--- config.mk ---
export PLATFORM = sky130hd
export DESIGN_NAME = move_input_ctrl
export DESIGN_NICKNAME = d
export VERILOG_FILES = /design/src/rtl/move_input_pkg.sv /design/src/rtl/move_input_ctrl_debounce.sv /design/src/rtl/move_input_ctrl.sv
export SDC_FILE = /design/constraint.sdc
export NUM_CORES = 1
export LEC_CHECK = 0
export BUFFER_PORTS_ARGS = -buffer_cell sky130_fd_sc_hd__buf_2
export CORE_UTILIZATION = 45
export CTS_BUF_LIST = sky130_fd_sc_hd__clkbuf_4
export CTS_CLUSTER_DIAMETER = 100
export DETAILED_ROUTE_END_ITERATION = 7
export PLACE_DENSITY = 0.59
export SYNTH_ARGS = -nofsm -noshare
export SYNTH_HDL_FRONTEND = slang
export SYNTH_HIERARCHICAL = 1
export SYNTH_SLANG_ARGS = --single-unit
--- constraint.sdc ---
create_clock -name CLK100MHZ -period 3 [get_ports CLK100MHZ]
set_input_delay 0.6 -clock CLK100MHZ [delete_from_list [all_inputs] [get_ports CLK100MHZ]]
set_output_delay 0.6 -clock CLK100MHZ [all_outputs]
set_load 0.005 [all_outputs]
--- src/rtl/move_input_pkg.sv ---
// Shared types and constants for the push-button movement front end.
// Axis FSM state encoding, button bit indices, and the axis transition function.
package move_input_pkg;

   typedef enum logic [1:0] {
      IDLE = 2'd0,
      NEG  = 2'd1,
      POS  = 2'd2
   } axis_state_t;

   localparam int BTN_UP    = 3;
   localparam int BTN_DOWN  = 2;
   localparam int BTN_LEFT  = 1;
   localparam int BTN_RIGHT = 0;

   // Last-pressed-wins resolution of two opposing debounced levels.
   function automatic axis_state_t axis_next(
      input axis_state_t cur,
      input logic        neg,
      input logic        pos,
      input logic        neg_rise,
      input logic        pos_rise
   );
      axis_state_t nxt;
      nxt = cur;
      unique case (cur)
         IDLE: begin
            if (neg && !pos)
               nxt = NEG;
            else if (pos && !neg)
               nxt = POS;
         end
         NEG: begin
            if (!neg)
               nxt = pos ? POS : IDLE;
            else if (pos_rise)
               nxt = POS;
         end
         POS: begin
            if (!pos)
               nxt = neg ? NEG : IDLE;
            else if (neg_rise)
               nxt = NEG;
         end
         default: nxt = IDLE;
      endcase
      return nxt;
   endfunction

endpackage

--- src/rtl/move_input_ctrl_debounce.sv ---
// One button: two-flop synchroniser, counter debounce, registered rise pulse.
// level/rise feed the axis FSMs; pulse is the registered press strobe.
module btn_debounce #(
   parameter int DEBOUNCE_CYCLES = 1000000,
   parameter int CNT_W           = 20
) (
   input  logic clk,
   input  logic rst,
   input  logic pad,
   output logic level,
   output logic rise,
   output logic pulse
);

   localparam logic [CNT_W-1:0] TERM = CNT_W'(DEBOUNCE_CYCLES - 1);

   logic             sync1;
   logic             s;
   logic             stable;
   logic             stable_d;
   logic [CNT_W-1:0] cnt;

   always_ff @(posedge clk) begin
      if (rst) begin
         sync1    <= 1'b0;
         s        <= 1'b0;
         stable   <= 1'b0;
         stable_d <= 1'b0;
         cnt      <= '0;
         pulse    <= 1'b0;
      end else begin
         sync1    <= pad;
         s        <= sync1;
         stable_d <= stable;
         pulse    <= rise;
         // Any agreeing cycle restarts the count, so bounces never accumulate.
         if (s == stable) begin
            cnt <= '0;
         end else if (cnt == TERM) begin
            stable <= s;
            cnt    <= '0;
         end else begin
            cnt <= cnt + CNT_W'(1);
         end
      end
   end

   assign level = stable;
   assign rise  = stable & ~stable_d;

endmodule

--- src/rtl/move_input_ctrl.sv ---
// Debounced up/down/left/right levels plus press pulses from four raw pads.
// Define MOVE_INPUT_DIAGONAL_EN to let both axes drive outputs together.
module move_input_ctrl
   import move_input_pkg::*;
#(
   parameter int DEBOUNCE_CYCLES = 1000000,
   parameter int CNT_W           = 20
) (
   input  logic       CLK100MHZ,
   input  logic       rst,
   input  logic [3:0] btn_raw,
   output logic       up,
   output logic       down,
   output logic       left,
   output logic       right,
   output logic [3:0] press_pulse
);

   logic [3:0]  level;
   logic [3:0]  rise;
   axis_state_t v_q;
   axis_state_t v_d;
   axis_state_t h_q;
   axis_state_t h_d;
   logic [3:0]  dir_q;
   logic [3:0]  dir_d;

   for (genvar i = 0; i < 4; i++) begin : g_btn
      btn_debounce #(
         .DEBOUNCE_CYCLES (DEBOUNCE_CYCLES),
         .CNT_W           (CNT_W)
      ) u_db (
         .clk   (CLK100MHZ),
         .rst   (rst),
         .pad   (btn_raw[i]),
         .level (level[i]),
         .rise  (rise[i]),
         .pulse (press_pulse[i])
      );
   end

   always_ff @(posedge CLK100MHZ) begin
      if (rst) begin
         v_q   <= IDLE;
         h_q   <= IDLE;
         dir_q <= '0;
      end else begin
         v_q   <= v_d;
         h_q   <= h_d;
         dir_q <= dir_d;
      end
   end

   always_comb begin
      v_d   = axis_next(v_q, level[BTN_UP], level[BTN_DOWN],
                        rise[BTN_UP], rise[BTN_DOWN]);
      h_d   = axis_next(h_q, level[BTN_LEFT], level[BTN_RIGHT],
                        rise[BTN_LEFT], rise[BTN_RIGHT]);
      dir_d = '0;
      dir_d[BTN_UP]    = (v_d == NEG);
      dir_d[BTN_DOWN]  = (v_d == POS);
      dir_d[BTN_LEFT]  = (h_d == NEG);
      dir_d[BTN_RIGHT] = (h_d == POS);
`ifndef MOVE_INPUT_DIAGONAL_EN
      // Horizontal stays masked until vertical has been idle a full cycle.
      if (v_q != IDLE || v_d != IDLE) begin
         dir_d[BTN_LEFT]  = 1'b0;
         dir_d[BTN_RIGHT] = 1'b0;
      end
`endif
   end

   assign up    = dir_q[BTN_UP];
   assign down  = dir_q[BTN_DOWN];
   assign left  = dir_q[BTN_LEFT];
   assign right = dir_q[BTN_RIGHT];

endmodule

== Yosys cells after proc, flatten, opt, wreduce, memory -nomap -nowiden ==
Index checks and enable logic that the tools add are counted.
Operators by class
  bitwise gates (word level): 12
  add/subtract/negate cells: 4
  reduce and logical (&&, ||, !) cells: 22
  equality and inequality tests: 16
  multiplexer cells: 18
Operators by type and width (number)
  adder 20 x 1 -> 20 bit (second input constant): 4
  equality test 20 bit (second input constant): 4
  2-to-1 mux 2 bit: 14
  one-hot mux 2 bit (3 select lines): 2
  OR reduction 3 bit: 4
  equality test 2 x 1 -> 1 bit (second input constant): 4
  equality test 2 bit (second input constant): 4
  inverter 1 bit: 8
  AND reduction 2 bit: 4
  AND 1 bit: 4
  equality test 1 bit: 4
  logical AND 1 bit: 4
  zero test 1 bit: 4
  zero test 2 bit: 2
  nonzero test 2 bit: 2
  2-to-1 mux 1 bit: 2
  OR reduction 2 bit: 1
  logical OR 1 bit: 1
Storage, ports and cells
  bits in registers: 108
  word-level logic and storage cells: 100
  bits of input ports: 6

== Longest topological paths before layout ==
Gate-level depths: netlist of the first run.
  depth after elaboration: 8
  gate-level depth with buffers: 6
  mapped depth without buffers: 5

== By module ==
The synthesis of the first run kept the hierarchy.
Modules (own cells, without submodules)
  btn_debounce: times used 4, cells an instance 117, area an instance 1067.3 sq um
  move_input_ctrl: times used 1, cells an instance 35, area an instance 341.6 sq um

== Least setup slack after synthesis of the first run ==
No wires, ideal clock.
  kind: register to register
  start: register g_btn[0].u_db.cnt[0]
  end: register g_btn[0].u_db.cnt[10]
  path slack: 1250 ps
  clock period less this slack: 1750 ps
  setup time: 117 ps
  cell stages (with the launch flop): 7
  buffers on the path: 1
  data arrival time: 1632 ps
  cell sequence: dfxtp_1 -> ha_1 -> nand3_1 -> or2_2 -> o21bai_2 -> buf_2 -> nor2_1
Between the ends
  cells in the longest elaborated chain, start to end: 2
  elaborated cells between the ends (all ways): 3
  classes of those cells: add/sub: 1; eq/ne: 1; reduce/logical: 1
RTL lines
  from (decl): RTL line move_input_ctrl_debounce.sv:21  | logic [CNT_W-1:0] cnt;
  from (signal assigned): RTL line move_input_ctrl_debounce.sv:43  | cnt <= cnt + CNT_W'(1);
  parallel branches: the longest is 2 deep, another holds adder 20 x 1 -> 20 bit
Several ways; the timed one is not identified.
A chain may end at the register's enable or synchronous reset.

== Worst setup path after layout of the first run ==
  start: register g_btn[3].u_db.cnt[0]
  end: register g_btn[3].u_db.cnt[6]
Between the ends
  cells in the longest elaborated chain, start to end: 2
  elaborated cells between the ends (all ways): 3
  classes of those cells: add/sub: 1; eq/ne: 1; reduce/logical: 1
RTL lines (RTL line)
  from (decl): move_input_ctrl_debounce.sv:21
  from (signal assigned): move_input_ctrl_debounce.sv:43
  parallel branches: the longest is 2 deep, another holds adder 20 x 1 -> 20 bit
Several ways; the timed one is not identified.

==> PnR_summary.wiki, run 1 <==
{| class="wikitable"
! Metric !! Value
|-
| Commonest cells after routing, fill and taps aside || sky130_fd_sc_hd__dfxtp_1 (108), sky130_fd_sc_hd__nor2_1 (86), sky130_fd_sc_hd__xnor2_1 (52)
|-
| Total congestion overflow after global routing || 0
|-
| Final ANT Viol Nets || 0
|-
| First-pass GRT wire length || 13.4 mm
|-
| Slew HR || 50.7%
|-
| Global Route Usage Sum || 15.7%
|-
| Seq pwr share || 68.4%
|-
| Root buffer cell || sky130_fd_sc_hd__clkbuf_4
|-
| Post-route setup TNS || 0 ps
|-
| Met2 routed wirelength || 3.36 mm
|-
| Worst Hold Class || primary input to flip-flop
|-
| Area contributors post-synth || sky130_fd_sc_hd__dfxtp_1 (47%), sky130_fd_sc_hd__xnor2_1 (9.9%), sky130_fd_sc_hd__nor2_1 (7.0%)
|-
| Max frequency || 471 MHz
|-
| Worst EP required || 3280 ps
|-
| Post-synthesis cell type with the largest combined area || sky130_fd_sc_hd__dfxtp_1
|-
| Proportion of layout cells with a drive suffix above 1 || 10.2%
|-
| Yosys synthesis warning count || 6
|-
| Die Area || 10700 sq um
|-
| TritonCTS clock tree || yes
|-
| Post-cts gate resize count || 0
|-
| HPWL Detailed || 5.20 mm
|-
| Synth cell types || 32
|-
| Flip-flop cell with the highest count after synthesis || sky130_fd_sc_hd__dfxtp_1
|-
| Setup repair after global routing missed its margin || no
|-
| Element type at the critical path start || flip-flop
|-
| Maximum number of pins on one net before global-route repair || 34
|-
| Pint || 0.00165 W
|-
| Starting Density || 46.7%
|-
| Number of antenna violations at the first check in global routing || 0
|-
| Post-synthesis cell area || 4610 sq um
|-
| Post-CTS Repair Setup Buffers || 0
|-
| DR pass1 iterations || 4
|-
| Arrival time of the worst setup path || 2410 ps
|-
| Number of clock sinks || 108
|-
| FFs w/ async S/R, synth || 0%
|-
| Synth top area share || 46.9%
|-
| Number of synthesized register bits || 108
|-
| Tcrit/Tclk final || 70.8%
|-
| Nature of the critical path endpoint || flip-flop
|-
| Post-synthesis net count || 513
|-
| Post-Route M1 WL || 3.85 mm
|-
| Number of inserted filler cells in the final layout || 976
|-
| Transition time at the pin with the least slew margin || 739 ps
|-
| Number of standard cells after synthesis || 503
|-
| Height of the die || 103 um
|-
| Number of antenna repair diodes || 0
|-
| Cell area after placement || 4810 sq um
|-
| # DRC || 0
|-
| Setup-violating endpoint count in the final report || 0
|-
| Net switching power figure || 0.000467 W
|-
| Growth of design area from synthesis to finish || 6.89%
|-
| Sum of routed wire length over all layers || 7.49 mm
|-
| Max rail drop VDD || 0.212 mV
|-
| Outcome || completed
|-
| Post-layout instance area || 4930 sq um
|-
| Met3 Wirelength || 209 um
|-
| Hold bufs inserted after CTS || 0
|-
| Via-to-Cell Ratio || 5.03
|-
| Maximum buffer depth of the clock tree || 2
|-
| Via Count || 3320
|-
| Post-DR wirelength/cell || 11.4 um
|-
| Commonest non-fill, non-tap cell in the layout || sky130_fd_sc_hd__dfxtp_1
|-
| Highest routed metal layer || met4
|-
| Global placer's final weighted congestion || 0.766
|-
| Power share of the combinational group || 1.4%
|-
| Mapped Avg Cell Area || 9.17 sq um
|-
| Number of enable-type register cells in the synthesized netlist || 0
|-
| Area of the core region || 9860 sq um
|-
| TritonCTS Buffers || 9
|-
| Dpl ws || 867 ps
|-
| Die Width || 103 um
|-
| Hold path startpoint || btn_raw[3]
|-
| MaxCap Viol Count || 0
|-
| Number of global-route vias before repair || 3012
|-
| Clock latency on the worst-skew pair || 430 ps
|-
| Path type of the worst setup path || flip-flop to flip-flop
|-
| Final net count || 532
|-
| Final hold viol count || 0
|-
| Clock slew seen by the registers of the worst setup and hold paths || 160 ps
|-
| H-tree Lvls || 3
|-
| Number of top-level design ports || 14
|-
| Detailed Route Iter0 Violations || 89
|-
| Number of port buffers || 13
|-
| Portion of the post-synthesis area used by sequential elements || 46.9%
|-
| Clock skew || 25.0 ps
|-
| Number of rows created at floorplan || 36
|-
| Maximum fanout along the worst path || 18
|-
| Pleak || 1.48 nW
|-
| Startpoint of the worst register-to-register path || g_btn[3].u_db/cnt[0]$_SDFF_PP0_
|-
| Slew Viols, Final || 0
|-
| Cell Pwr Density || 429 nW/um^2
|-
| Time the worst path needs with I/O delays and setup || 2120 ps
|-
| Worst setup margin || 876 ps
|-
| Proportion of power drawn by the clock network || 30.3%
|-
| Origin of the worst setup path || g_btn[3].u_db/cnt[0]$_SDFF_PP0_
|-
| Share of total power consumed by net switching || 22.1%
|}
-- state kept, by name, indices dropped and copies added (netlist names) --
name / count
g_btn.u_db/cnt: 80
g_btn.u_db/level: 4
g_btn.u_db/sync1: 4
v_q: 2
g_btn.u_db/s: 4
g_btn.u_db/pulse: 4
dir_q: 4
h_q: 2
g_btn.u_db/stable_d: 4
-- logic make-up after synthesis --
logic type               share of synthesized area (%)
buffers and inverters                             3.28
adder cells (fa/ha/maj)                           1.09
XOR/XNOR                                          12.2
AND/OR/NAND/NOR                                   30.1
flip-flops                                        46.9
AO/OA/AOI/OAI                                     6.46
-- final timing paths --
path                                                        end  slack, ps  cells after the start
worst max-delay path            g_btn[3].u_db/cnt[6]$_SDFF_PP0_        880                      5
worst min-delay path             g_btn[3].u_db/sync1$_SDFF_PP0_        360                      2
worst min register to register       g_btn[1].u_db/s$_SDFF_PP0_        460                      1
worst max register to register  g_btn[3].u_db/cnt[6]$_SDFF_PP0_        880                      5
-- worst max-delay path: stages (launching register included) --
cell	delay [ps]
sky130_fd_sc_hd__dfxtp_1	400
sky130_fd_sc_hd__ha_1	190
sky130_fd_sc_hd__nand3_1	260
sky130_fd_sc_hd__or2_2	410
sky130_fd_sc_hd__o21bai_2	610
sky130_fd_sc_hd__nor2_1	100
-- synth_stat cells, types with 12 or more instances --
master	n
sky130_fd_sc_hd__nor2_1	86
sky130_fd_sc_hd__inv_1	32
sky130_fd_sc_hd__a21oi_1	16
sky130_fd_sc_hd__nand3_1	24
sky130_fd_sc_hd__dfxtp_1	108
sky130_fd_sc_hd__nand2_1	14
sky130_fd_sc_hd__nand4_1	16
sky130_fd_sc_hd__o31ai_1	12
sky130_fd_sc_hd__xnor2_1	52
sky130_fd_sc_hd__nor2b_1	22
sky130_fd_sc_hd__nor4_1	24
sky130_fd_sc_hd__xor2_1	12
-- area by class of cell --
class / count / area, sq um / share of cell area [%]
clock buffer: 11 / 82.6 / 1.68
timing repair buffer: 13 / 65.1 / 1.32
tap: 133 / 166 / 3.38
inverter: 32 / 120 / 2.44
multi-input combinational: 358 / 2300 / 46.6
sequential: 108 / 2160 / 43.9
clock inverter: 5 / 35.0 / 0.711
-- per-layer routing --
metal	up-vias	GRT usage (%)
met3	7	4.57
li1	1782	-
met2	24	25.9
met4	0	4.23
met5	-	0
met1	1507	20.1
-- through the flow --
stage	total power (W)	util (%)	cells	hold slack, ps
6_report	0.00211	50.0	660	365
4_1_cts	0.00216	50.0	660	319
2_1_floorplan	0.00149	-	503	414
3_5_place_dp	0.00151	48.8	644	428
5_1_grt	0.00222	50.0	660	306
3_3_place_gp	0.00150	48.8	644	420
-- power groups by stage --
stage | sequential, W | combinational [W] | clock [W]
after floorplan | 0.00148 | 0.0000194 | 0
after global placement | 0.00148 | 0.0000289 | 0
after detailed placement | 0.00148 | 0.0000291 | 0
after CTS | 0.00145 | 0.0000293 | 0.000684
after global routing | 0.00145 | 0.0000327 | 0.000739
final | 0.00145 | 0.0000287 | 0.000639
No activity file was read; power rests on OpenSTA's default activity.
==> run 2, diff against run 1 <==
PLACE_DENSITY = 0.61   (was 0.59)
clock period = 1.9 ns   (was 3 ns; I/O delays follow)
==> PnR_summary.wiki, run 2 (synthesis gave the netlist of run 1 again) <==
{| class="wikitable"
! Metric !! Value
|-
| Proportion of layout cells with a drive suffix above 1 || 13.3%
|-
| Detailed Route Iter0 Violations || 73
|-
| Height of the die || 103 um
|-
| Final net count || 552
|-
| Tcrit/Tclk final || 92.7%
|-
| Post-route setup TNS || 0 ps
|-
| Number of top-level design ports || 14
|-
| Worst setup margin || 139 ps
|-
| Growth of design area from synthesis to finish || 11.1%
|-
| Via Count || 3439
|-
| Element type at the critical path start || flip-flop
|-
| Maximum fanout along the worst path || 7
|-
| Pint || 0.00276 W
|-
| DR pass1 iterations || 4
|-
| Number of global-route vias before repair || 3174
|-
| Final ANT Viol Nets || 0
|-
| Clock latency on the worst-skew pair || 440 ps
|-
| Transition time at the pin with the least slew margin || 396 ps
|-
| TritonCTS clock tree || yes
|-
| Max rail drop VDD || 0.428 mV
|-
| Area of the core region || 9860 sq um
|-
| Met3 Wirelength || 278 um
|-
| Register bank with the most flops || g_btn.u_db/cnt
|-
| Worst Hold Class || primary input to flip-flop
|-
| Setup repair after global routing missed its margin || no
|-
| Share of total power consumed by net switching || 20.4%
|-
| Path type of the worst setup path || flip-flop to flip-flop
|-
| Die Area || 10700 sq um
|-
| FF-to-FF setup slack || 140 ps
|-
| Number of clock sinks || 108
|-
| Post-layout instance area || 5120 sq um
|-
| Outcome || completed
|-
| Commonest non-fill, non-tap cell in the layout || sky130_fd_sc_hd__dfxtp_1
|-
| Root buffer cell || sky130_fd_sc_hd__clkbuf_4
|-
| Power share of the combinational group || 1.6%
|-
| First-pass GRT wire length || 13.7 mm
|-
| Net switching power figure || 0.000706 W
|-
| Time the worst path needs with I/O delays and setup || 1760 ps
|-
| Clock skew || 12.6 ps
|-
| Pleak || 1.59 nW
|-
| Cell area after placement || 4990 sq um
|-
| Setup-violating endpoint count in the final report || 0
|-
| Via-to-Cell Ratio || 5.06
|-
| Post-cts gate resize count || 0
|-
| Slowest cell on the critical path || sky130_fd_sc_hd__dfxtp_1
|-
| HPWL Detailed || 5.78 mm
|-
| H-tree Lvls || 3
|-
| Clock slew seen by the registers of the worst setup and hold paths || 140 ps
|-
| CP delay by family, top || simple AND/OR/NAND/NOR gates
|-
| Number of antenna violations at the first check in global routing || 0
|-
| TritonCTS Buffers || 9
|-
| Maximum buffer depth of the clock tree || 2
|-
| Maximum number of pins on one net before global-route repair || 25
|-
| Nature of the critical path endpoint || flip-flop
|-
| Met2 routed wirelength || 3.85 mm
|-
| Cell Pwr Density || 676 nW/um^2
|-
| Hold bufs inserted after CTS || 0
|-
| Critical path, cell by cell || ha_1, nand3_1, or2_2, or3_1, a21oi_1
|-
| Post-DR wirelength/cell || 11.8 um
|-
| Highest routed metal layer || met4
|-
| Global Route Usage Sum || 16.6%
|-
| Worst EP required || 2290 ps
|-
| Flip-flop count of the largest register after layout || 80
|-
| Seq pwr share || 65.9%
|-
| WP buf/inv || 0
|-
| Arrival time of the worst setup path || 2150 ps
|-
| Number of antenna repair diodes || 0
|-
| Dpl ws || 162 ps
|-
| Max frequency || 568 MHz
|-
| Total congestion overflow after global routing || 0
|-
| Starting Density || 46.7%
|-
| Global placer's final weighted congestion || 0.789
|-
| Post-CTS Repair Setup Buffers || 0
|-
| Final Total Pwr || 0.00346 W
|-
| Final hold viol count || 0
|-
| Slew HR || 73.4%
|-
| # DRC || 0
|-
| Sum of routed wire length over all layers || 8.01 mm
|-
| Post-Route M1 WL || 3.80 mm
|-
| Slew Viols, Final || 0
|-
| Slowest Stage Delay on Critical Path || 400 ps
|-
| Number of rows created at floorplan || 36
|-
| Hold_ws || 134 ps
|-
| Commonest cells after routing, fill and taps aside || sky130_fd_sc_hd__dfxtp_1 (108), sky130_fd_sc_hd__nor2_1 (86), sky130_fd_sc_hd__xnor2_1 (52)
|-
| MaxCap Viol Count || 0
|-
| Number of inserted filler cells in the final layout || 936
|-
| Number of port buffers || 13
|-
| Proportion of power drawn by the clock network || 32.5%
|-
| Die Width || 103 um
|}
run 2: cell types whose count changed in the layout (fill, tap and decap cells not counted):
cell	before	now
sky130_fd_sc_hd__buf_4	0	18
sky130_fd_sc_hd__clkbuf_4	11	13
sky130_fd_sc_hd__bufinv_16	0	1
sky130_fd_sc_hd__clkinv_4	1	0
sky130_fd_sc_hd__buf_12	0	2
sky130_fd_sc_hd__inv_6	2	0
sky130_fd_sc_hd__clkinv_2	1	0
sky130_fd_sc_hd__clkinv_1	1	2
run 2: power by group through the flow:
stage / Clock, W / Sequential [W] / Combinational, W
finish: 0.00112 / 0.00228 / 0.0000564
detailed placement: 0 / 0.00233 / 0.0000580
floorplan: 0 / 0.00233 / 0.0000306
global route: 0.00128 / 0.00228 / 0.0000639
global placement: 0 / 0.00233 / 0.0000569
CTS: 0.00119 / 0.00228 / 0.0000584
run 2: area by class of cell:
type	count	area (sq um)	share of cell area, %
clock buffers	13	97.6	1.91
clock inverters	3	37.5	0.733
inverters	32	120	2.35
multi-input cells	358	2300	44.9
flip-flops and latches	108	2160	42.2
well taps	133	166	3.25
repair buffers	33	240	4.69
run 2: layer usage:
layer | vias to the layer above | track usage, %
met3 | 7 | 5.91
met2 | 40 | 28.8
met4 | 0 | 4.98
met5 | - | 0
met1 | 1583 | 19.2
li1 | 1809 | -
run 2: worst paths after layout:
check	cells past startpoint	end	from
setup / recovery	5	g_btn[0].u_db/level$_SDFFE_PP0P_	g_btn[0].u_db/cnt[0]$_SDFF_PP0_
hold / removal	2	g_btn[2].u_db/sync1$_SDFF_PP0_	btn_raw[2]
setup reg to reg	5	g_btn[0].u_db/level$_SDFFE_PP0P_	g_btn[0].u_db/cnt[0]$_SDFF_PP0_
hold reg to reg	1	g_btn[2].u_db/s$_SDFF_PP0_	g_btn[2].u_db/sync1$_SDFF_PP0_
run 2: metrics by stage:
stage | util, % | cells
5_1_grt | 51.9 | 680
4_1_cts | 51.9 | 680
2_1_floorplan | - | 503
3_3_place_gp | 50.5 | 664
3_5_place_dp | 50.5 | 664
6_report | 51.9 | 680
==> run 3, diff against run 2 <==
CORE_UTILIZATION = 58   (was 45)
PLACE_DENSITY = 0.76   (was 0.61)
==> PnR_summary.wiki, run 3 (synthesis gave the netlist of run 1 again) <==
{| class="wikitable"
! Metric !! Value
|-
| Origin of the worst setup path || g_btn[0].u_db/cnt[0]$_SDFF_PP0_
|-
| Growth of design area from synthesis to finish || 10.7%
|-
| Number of top-level design ports || 14
|-
| Cell Pwr Density || 708 nW/um^2
|-
| Flip-flop count of the largest register after layout || 80
|-
| Hold path startpoint || btn_raw[0]
|-
| FF-to-FF setup slack || 150 ps
|-
| Final hold viol count || 0
|-
| Startpoint of the worst register-to-register path || g_btn[0].u_db/cnt[0]$_SDFF_PP0_
|-
| Worst Hold Class || primary input to flip-flop
|-
| # DRC || 0
|-
| Slowest cell on the critical path || sky130_fd_sc_hd__dfxtp_1
|-
| Root buffer cell || sky130_fd_sc_hd__clkbuf_4
|-
| Number of inserted filler cells in the final layout || 650
|-
| Area of the core region || 7730 sq um
|-
| Starting Density || 59.7%
|-
| Dpl ws || 132 ps
|-
| CP delay by family, top || simple AND/OR/NAND/NOR gates
|-
| Global placer's final weighted congestion || 0.840
|-
| Number of antenna violations at the first check in global routing || 0
|-
| Critical path, cell by cell || ha_1, nand3_1, or2_2, or3_1, a21oi_1
|-
| Endpoint of the lowest-slack register-to-register path || g_btn[0].u_db/level$_SDFFE_PP0P_
|-
| Transition time at the pin with the least slew margin || 385 ps
|-
| Cell area after placement || 4930 sq um
|-
| Final net count || 552
|-
| Clock latency on the worst-skew pair || 450 ps
|-
| Outcome || completed
|-
| Commonest cells after routing, fill and taps aside || sky130_fd_sc_hd__dfxtp_1 (108), sky130_fd_sc_hd__nor2_1 (86), sky130_fd_sc_hd__xnor2_1 (52)
|-
| Arrival time of the worst setup path || 2130 ps
|-
| Worst EP required || 2280 ps
|-
| Element type at the critical path start || flip-flop
|-
| Post-DR wirelength/cell || 12.3 um
|-
| Number of antenna repair diodes || 0
|-
| Hold_ws || 139 ps
|-
| Tcrit/Tclk final || 92.3%
|-
| H-tree Lvls || 3
|-
| Hold bufs inserted after CTS || 0
|-
| Cells on worst reg2reg path || 5
|-
| Die Width || 91.2 um
|-
| TritonCTS Buffers || 9
|-
| Post-layout instance area || 5100 sq um
|-
| Number of global-route vias before repair || 3107
|-
| Clock skew || 23.5 ps
|-
| WP buf/inv || 0
|-
| Sum of routed wire length over all layers || 7.96 mm
|-
| Slew HR || 74.1%
|-
| HPWL Detailed || 5.60 mm
|-
| Slowest Stage Delay on Critical Path || 410 ps
|-
| Die Area || 8310 sq um
|-
| First-pass GRT wire length || 13.6 mm
|-
| Total congestion overflow after global routing || 0
|-
| Setup repair after global routing missed its margin || no
|-
| Maximum number of pins on one net before global-route repair || 22
|-
| Register bank with the most flops || g_btn.u_db/cnt
|-
| Maximum buffer depth of the clock tree || 2
|-
| End of the worst hold path || g_btn[0].u_db/sync1$_SDFF_PP0_
|-
| Global Route Usage Sum || 20.1%
|-
| Via Count || 3495
|-
| Maximum fanout along the worst path || 5
|-
| DR pass1 iterations || 4
|-
| Max frequency || 570 MHz
|-
| Detailed Route Iter0 Violations || 71
|-
| Worst setup margin || 147 ps
|-
| Clock slew seen by the registers of the worst setup and hold paths || 170 ps
|-
| Height of the die || 91.2 um
|-
| Worst hold path cell count || 2
|-
| Final ANT Viol Nets || 0
|-
| Nature of the critical path endpoint || flip-flop
|-
| Number of clock sinks || 108
|-
| Time the worst path needs with I/O delays and setup || 1750 ps
|-
| Stages on the worst setup path || 5
|-
| Slew Viols, Final || 0
|-
| Number of port buffers || 13
|-
| Post-route setup TNS || 0 ps
|-
| Proportion of layout cells with a drive suffix above 1 || 13.9%
|-
| Commonest non-fill, non-tap cell in the layout || sky130_fd_sc_hd__dfxtp_1
|-
| Max rail drop VDD || 0.570 mV
|-
| TritonCTS clock tree || yes
|-
| Via-to-Cell Ratio || 5.39
|-
| MaxCap Viol Count || 0
|-
| Path type of the worst setup path || flip-flop to flip-flop
|-
| Pleak || 1.59 nW
|-
| Number of rows created at floorplan || 32
|-
| Setup-violating endpoint count in the final report || 0
|}
run 3: cell count changes in the layout (fill, tap and decap cells not counted), moves of 2 or more:
cell and delta:
sky130_fd_sc_hd__clkbuf_4 -4, sky130_fd_sc_hd__clkinv_1 -2, sky130_fd_sc_hd__clkinvlp_4 +2, sky130_fd_sc_hd__inv_6 +2
run 3: repair_timing:
action	in CTS	in global routing
buffers inserted	0	0
resized for setup	0	1
endpoints found under the setup margin	0	16
run 3: where the power goes:
part / internal (W) / switching, W
clock: 0.000541 / 0.000738
sequential: 0.00228 / 0.00000543
combinational: 0.0000225 / 0.0000314
total: 0.00284 / 0.000775
run 3: layout make-up:
class / instances / area [sq um] / area share (%)
clock buffer: 9 / 67.6 / 1.32
clock inverter: 7 / 97.6 / 1.91
inverter: 32 / 120 / 2.35
multi-input combinational: 358 / 2300 / 45.1
sequential: 108 / 2160 / 42.4
tap: 102 / 128 / 2.50
timing repair buffer: 33 / 228 / 4.46
run 3: per-layer routing:
metal	routed length (um)	track usage, %	vias to the layer above
met4	121	7.41	0
met5	0	0	-
met2	3780	34.6	32
met3	213	5.28	10
met1	3850	24.1	1629
li1	-	-	1824
run 3: worst reg2reg max path: cells and delay by family (launching register included):
kind,cells,cell delay [ps]
adders and majority gates,1,210
and+or+nand+nor,3,910
DFF,1,410
AOI/OAI and AO/OA,1,140
run 3: worst max-delay path by stage:
stage                                            end  slack [ps]
finish              g_btn[0].u_db/level$_SDFFE_PP0P_         150
global route        g_btn[0].u_db/cnt[18]$_SDFF_PP0_          30
CTS                 g_btn[3].u_db/level$_SDFFE_PP0P_          90
detailed placement  g_btn[3].u_db/level$_SDFFE_PP0P_         130
global placement    g_btn[3].u_db/level$_SDFFE_PP0P_         210
floorplan           g_btn[0].u_db/cnt[10]$_SDFF_PP0_         150
run 3: through the flow:
step           cells  utilization [%]  power, W
4_1_cts          649             66.0   0.00366
2_1_floorplan    503                -   0.00236
6_report         649             66.1   0.00361
3_5_place_dp     633             63.9   0.00238
5_1_grt          649             66.1   0.00375
3_3_place_gp     633             63.9   0.00238
